===== src/rtl/stream_packer.sv =====
`default_nettype none
// ============================================================================
// Module   : stream_packer
// Purpose  : Packs RATIO consecutive IN_WIDTH-bit words into one output word,
//            lane 0 first. Define STREAM_PACKER_LAST_EN for in_last/out_keep/out_last.
// Revision : 1.0
// ============================================================================
module stream_packer #(
    parameter int IN_WIDTH = 32,
    parameter int RATIO    = 4
) (
    input  logic                      clk,
    input  logic                      rst_n,
    input  logic                      in_valid,
    output logic                      in_ready,
    input  logic [IN_WIDTH-1:0]       in_data,
`ifdef STREAM_PACKER_LAST_EN
    input  logic                      in_last,
    output logic [RATIO-1:0]          out_keep,
    output logic                      out_last,
`endif
    output logic                      out_valid,
    input  logic                      out_ready,
    output logic [IN_WIDTH*RATIO-1:0] out_data
);

    localparam int               OUT_WIDTH = IN_WIDTH * RATIO;
    localparam int               CNT_W     = (RATIO > 1) ? $clog2(RATIO) : 1;
    localparam logic [CNT_W-1:0] CNT_MAX   = CNT_W'(RATIO - 1);

    typedef enum logic [0:0] {
        FILL = 1'b0,
        HOLD = 1'b1
    } state_t;

    state_t               state_q, state_d;
    logic [CNT_W-1:0]     cnt_q,   cnt_d;
    logic [OUT_WIDTH-1:0] data_q,  data_d;
    logic                 in_fire;
    logic                 out_fire;
    logic                 word_last;
    logic                 complete;
`ifdef STREAM_PACKER_LAST_EN
    logic [RATIO-1:0]     keep_q,  keep_d;
    logic                 last_q,  last_d;

    assign word_last = in_last;
    assign out_keep  = keep_q;
    assign out_last  = last_q;
`else
    assign word_last = 1'b0;
`endif

    assign out_valid = (state_q == HOLD);
    assign in_ready  = ~out_valid | out_ready;
    assign out_data  = data_q;

    always_comb begin
        in_fire  = in_valid & in_ready;
        out_fire = out_valid & out_ready;
        complete = 1'b0;
        state_d  = state_q;
        cnt_d    = cnt_q;
        data_d   = data_q;
`ifdef STREAM_PACKER_LAST_EN
        keep_d   = keep_q;
        last_d   = last_q;
`endif

        if (out_fire) begin
            state_d = FILL;
            data_d  = '0;
`ifdef STREAM_PACKER_LAST_EN
            keep_d  = '0;
            last_d  = 1'b0;
`endif
        end

        if (in_fire) begin
            // A word landing in lane 0 starts a fresh output; stale lanes must read 0.
            if (cnt_q == '0) begin
                data_d = '0;
`ifdef STREAM_PACKER_LAST_EN
                keep_d = '0;
`endif
            end
            for (int k = 0; k < RATIO; k++) begin
                if (cnt_q == k[CNT_W-1:0]) begin
                    data_d[k*IN_WIDTH +: IN_WIDTH] = in_data;
`ifdef STREAM_PACKER_LAST_EN
                    keep_d[k] = 1'b1;
`endif
                end
            end
            complete = (cnt_q == CNT_MAX) | word_last;
            if (complete) begin
                state_d = HOLD;
                cnt_d   = '0;
`ifdef STREAM_PACKER_LAST_EN
                last_d  = word_last;
`endif
            end else begin
                state_d = FILL;
                cnt_d   = cnt_q + 1'b1;
            end
        end
    end

    always_ff @(posedge clk or negedge rst_n) begin
        if (!rst_n) begin
            state_q <= FILL;
            cnt_q   <= '0;
            data_q  <= '0;
`ifdef STREAM_PACKER_LAST_EN
            keep_q  <= '0;
            last_q  <= 1'b0;
`endif
        end else begin
            state_q <= state_d;
            cnt_q   <= cnt_d;
            data_q  <= data_d;
`ifdef STREAM_PACKER_LAST_EN
            keep_q  <= keep_d;
            last_q  <= last_d;
`endif
        end
    end

endmodule
`default_nettype wire


===== config.mk =====
export PLATFORM = sky130hd
export DESIGN_NAME = stream_packer
export DESIGN_NICKNAME = d
export VERILOG_FILES = /design/src/rtl/stream_packer.sv
export SDC_FILE = /design/constraint.sdc
export NUM_CORES = 1
export LEC_CHECK = 0
export ABC_AREA = 1
export ABC_CLOCK_PERIOD_IN_PS = 1500
export CORE_MARGIN = 2
export CORE_UTILIZATION = 57
export DETAILED_ROUTE_END_ITERATION = 12
export DONT_BUFFER_PORTS = 1
export PLACE_DENSITY = 0.81
export SYNTH_ARGS = -nofsm -noshare
export SYNTH_HDL_FRONTEND = slang
export SYNTH_SLANG_ARGS = --single-unit

===== constraint.sdc =====
create_clock -name clk -period 1.5 [get_ports clk]
set_input_delay 0.3 -clock clk [delete_from_list [all_inputs] [get_ports clk]]
set_output_delay 0.3 -clock clk [all_outputs]
set_load 0.01 [all_outputs]

# Word level (Yosys, flattened, before mapping)
# Index checks and enable logic that the tools add are counted.
[word_totals]
in_bits = 36
ff_bits = 131
output_inout_bits = 130
[op_classes]
bitwise = 4
addsub = 1
reduce_logical = 2
n_eq_ne = 3
muxes = 11
[ops]
columns = ["operator", "count"]
rows = [
  ["128-bit 2-to-1 mux", 3],
  ["32-bit 2-to-1 mux", 4],
  ["2-bit == test (second input constant)", 2],
  ["1-bit 2-to-1 mux", 3],
  ["2-bit by 1-bit adder with 2-bit output (second input constant)", 1],
  ["1-bit bitwise AND", 2],
  ["2-bit by 1-bit == test with 1-bit output (second input constant)", 1],
  ["2-bit logical NOT", 1],
  ["2-bit 2-to-1 mux", 1],
  ["2-bit nonzero test", 1],
  ["1-bit inverter", 1],
  ["1-bit OR", 1],
]

# Logic depth before layout (Yosys ltp)
[depth]
depth_word = 5
depth_mapped = 8
ltp_nobuf = 7

# Worst setup path after synthesis
# Ideal clock, no wire load.
[synth_timing]
path_type = "reg-to-reg"
startpoint = "reg cnt_q[0]"
endpoint = "reg data_q[100] (netlist: out_data[100])"
arrival_time_ps = 1344
slack_ps = 91
t_required_ps = 1435
path_stages_with_launch = 9
synth_period_minus_slack_ps = 1409
cell_sequence = "dfrtp_1 -> inv_1 -> ha_1 -> inv_1 -> nand2_1 -> nand3_1 -> clkbuf_1 -> nand3_1 -> nand2_1"
[synth_between]
elab_chain_cells = 4
elab_cells_between_ends = 5
cone_classes = "eq/ne (1); mux (3); reduce/logical (1)"
[synth_lines]
columns = ["item", "line_no", "text"]
rows = [
  ["start, declared", "37", "logic [CNT_W-1:0] cnt_q, cnt_d;"],
  ["start signal, assigned", "120", "cnt_q <= cnt_d;"],
  ["2-bit logical NOT", "81", "if (cnt_q == '0) begin"],
  ["128-bit 2-to-1 mux", "81", ""],
  ["32-bit 2-to-1 mux *", "88", "if (cnt_q == k[CNT_W-1:0]) begin"],
  ["128-bit 2-to-1 mux *", "79", "if (in_fire) begin"],
  ["named net data_d[100]", "38", "logic [OUT_WIDTH-1:0] data_q, data_d;"],
  ["end signal, assigned", "121", "data_q <= data_d;"],
  ["end, declared", "38", ""],
]
# The timed path passes the listed nets; every way through them passes the cells marked *.
# A chain may end at the register's enable or synchronous reset.

# Worst setup path in the final report
[layout_timing]
startpoint = "reg state_q (netlist: out_valid)"
endpoint = "out in_ready"
[layout_between]
elab_chain_cells = 2
[layout_lines]
columns = ["item", "line_no", "text"]
rows = [
  ["start, declared", "36", "state_t state_q, state_d;"],
  ["start signal, assigned", "119", "state_q <= state_d;"],
  ["1-bit inverter", "55", "assign in_ready = ~out_valid | out_ready;"],
  ["1-bit OR", "55", ""],
  ["end, declared", "15", "output logic in_ready,"],
]
# Every way passes these cells.

==> reports/qor.txt <==
RSZ-0062 raised after global routing -> yes
Yosys cell types -> 13
Maxcap violations -> 0
Reg clk slew, reported paths -> 0.06 ns
Drt total wl -> 15.4 mm
Pre-CTS setup slack -> 0.00223 ns
Routability-driven placement congestion ratio -> 0.883
Hold Slack -> -0.519 ns
Sequential share of the synthesized area -> 0.604
Syn Inst Count -> 649
Final Slew Violations -> 0
Sw frac -> 0.395
Period utilisation layout -> 0.999
IO buf count -> 0
CP arrival -> 1.20 ns
Clock power share -> 0.271
Avg Cell Area, Syn -> 8.37 µm²
GR Overflow Total -> 0
Power Density -> 2350 nW/µm²
Final TNS setup -> 0 ns
DRC Markers -> 0
Worst-margin pin slew -> 0.283 ns
FP Rows -> 35
Crit end category -> output port
Nets -> 733
Reg-to-Reg End -> out_data[19]$_DFF_PN0_
Design Power -> 0.0161 W
Clk Latency, worst-skew pair -> 0.51 ns
Initial DRT Pass Iterations -> 5
Failing checks -> negative hold slack
Post-DP HPWL -> 9.59 mm
Final Hold Viols -> 131
Vias after detailed routing -> 4,576
Placed Cells -> 768
Root Driver -> clkbuf_8
Mapped cell area -> 5430 µm²
CTS tree -> done
CP Launch Type -> flop
Yosys warning count -> 0
Setup Viol. Count Final -> 0
Chip Width -> 102 µm
Initial antenna violation count -> 0
Die area -> 10,300 µm²
CTS Buf Count -> 17
Clock Skews -> 0.00904 ns
Status -> finished, violations left
Hold Buf Count CTS -> 32
Mapped Nets -> 689
WS Path Type -> flop to output port
Largest net degree at the start of global routing -> 132
Design Area, Final -> 6850 µm²
Worst Reg-to-Reg Cells -> 7
VDD IR max -> 1300 µV
CP required -> 1.20 ns
Clock tree sinks -> 131
First-pass GRT wire length -> 23.3 mm
Number of global-route vias before repair -> 4,451
LEAKAGE -> 3.75 nW
Initial Utilization -> 0.588
Logic pwr share -> 0.270
Total core area -> 9240 µm²
Worst R2R Start -> out_valid$_DFFE_PN0P_
IO Pins -> 166
Placed cell area -> 5710 µm²
Finished Layout Cells -> 835
Drt via density -> 5.48
Reg power frac -> 0.458
F_max -> 0.667 GHz
Final setup margin -> 0.00103 ns
Post-route ant nets -> 0
#FFs+latches synth -> 131
Min-Delay Path Class -> input pin to asynchronous set/reset pin
Sw power -> 0.00636 W
Max H-tree Level -> 4
Die height -> 102 µm
Max clock buf depth -> 2
Antenna diodes -> 0
DR iter-0 viols -> 246
Area grow syn2layout -> 26.1%
Power Internal -> 0.00973 W
Layout cells sized above 1 -> 0.113
Avg WL per Cell -> 18.5 µm
CP max FO -> 6
Gr usage total -> 0.296
Minimum clock period -> 1.50 ns
Relative slew slack -> 0.812
Worst R2R Setup Slack -> 0.04 ns
## through the flow
step | utilization | hold WS [ns]
2_1_floorplan | - | 0.00441
3_3_place_gp | 0.618 | 0.00898
3_5_place_dp | 0.618 | 0.00836
4_1_cts | 0.722 | -0.531
5_1_grt | 0.741 | -0.552
6_report | 0.741 | -0.519
## state kept, by name, indices dropped and copies added, names as in the netlist
register / count
cnt_q: 2
out_valid: 1
out_data: 128
## worst max-delay path by stage
stage	from	to	slack, ns	depth (start not counted)
5_1_grt	out_valid$_DFFE_PN0P_	in_ready	-0.06	2
3_5_place_dp	cnt_q[0]$_DFFE_PN0P_	out_data[52]$_DFF_PN0_	0.002	8
6_report	out_valid$_DFFE_PN0P_	in_ready	0.001	2
4_1_cts	out_valid$_DFFE_PN0P_	out_valid	0.002	2
2_1_floorplan	cnt_q[0]$_DFFE_PN0P_	out_data[100]$_DFF_PN0_	0.09	8
3_3_place_gp	cnt_q[0]$_DFFE_PN0P_	out_data[50]$_DFF_PN0_	0.11	8
## power groups by stage
stage                     logic (W)  clock network (W)  registers [W]
final                       0.00435            0.00437        0.00737
after global routing        0.00488            0.00458        0.00755
after CTS                   0.00391            0.00439        0.00734
after detailed placement    0.00373                  0        0.00737
after global placement      0.00348                  0        0.00732
after floorplan             0.00268                  0        0.00690
## worst max-delay path, stage by stage, from the launching register on
cell     delay, ns
dfrtp_1       0.42
nand2_4       0.15
buf_6         0.13
## cells in the final DEF (no fill, tap or decap), types with 3 or more instances in the layout
cell,netlist,layout
bufinv_16,0,4
buf_6,0,11
buf_4,0,10
o21ai_0,3,3
inv_2,1,5
dlygate4sd3_1,0,32
dfrtp_1,131,131
clkbuf_16,0,19
inv_1,39,35
nand2_1,296,294
nor2_1,32,32
buf_12,0,6
clkinv_4,0,3
ha_1,4,3
nand3_4,0,3
nand3_1,99,96
inv_6,0,4
## synthesized netlist by cell type (all sizes together)
library cell  count  area, µm²
inv              40        150
nor2             36        145
dfrtp           131       3280
o21ai             3       15.0
a21boi            1       7.51
nand3            99        495
ha                4       50.1
nand2           298       1120
buf              22        110
clkbuf           15       56.3
## what timing repair did
item / in CTS / in global routing
setup endpoints to repair: 11 / 122
setup buffers: 0 / 1
resized for setup: 4 / 24
hold endpoints to repair: 259 / 131
pin swaps: 1 / 1
gates cloned: 0 / 3
## layer usage
metal / vias up / part of all wire / wire length (µm) / track usage
li1: 2101 / - / - / -
met1: 2222 / 0.38 / 5890 / 0.364
met2: 235 / 0.50 / 7710 / 0.484
met3: 18 / 0.11 / 1660 / 0.117
met4: 0 / 0.011 / 176 / 0.0873
met5: - / 0 / 0 / 0
## cell type report
class                   instances  area, µm²
multi-input cells             441       1920
fillers                       642       2390
repair buffers                 62        714
clock inverters                14        201
well taps                     129        161
clock buffers                  18        428
inverters                      40        150
flip-flops and latches        131       3280
## kinds of logic after synthesis
| logic type | count (synthesis) | share of synthesized area |
|---|---|---|
| DFF | 131 | 0.604 |
| adders and majority gates | 4 | 0.00921 |
| and+or+nand+nor | 433 | 0.325 |
| AOI/OAI and AO/OA | 4 | 0.00415 |
| buffers and inverters | 77 | 0.0583 |
Note: power is estimated with default switching activity, not from simulation.
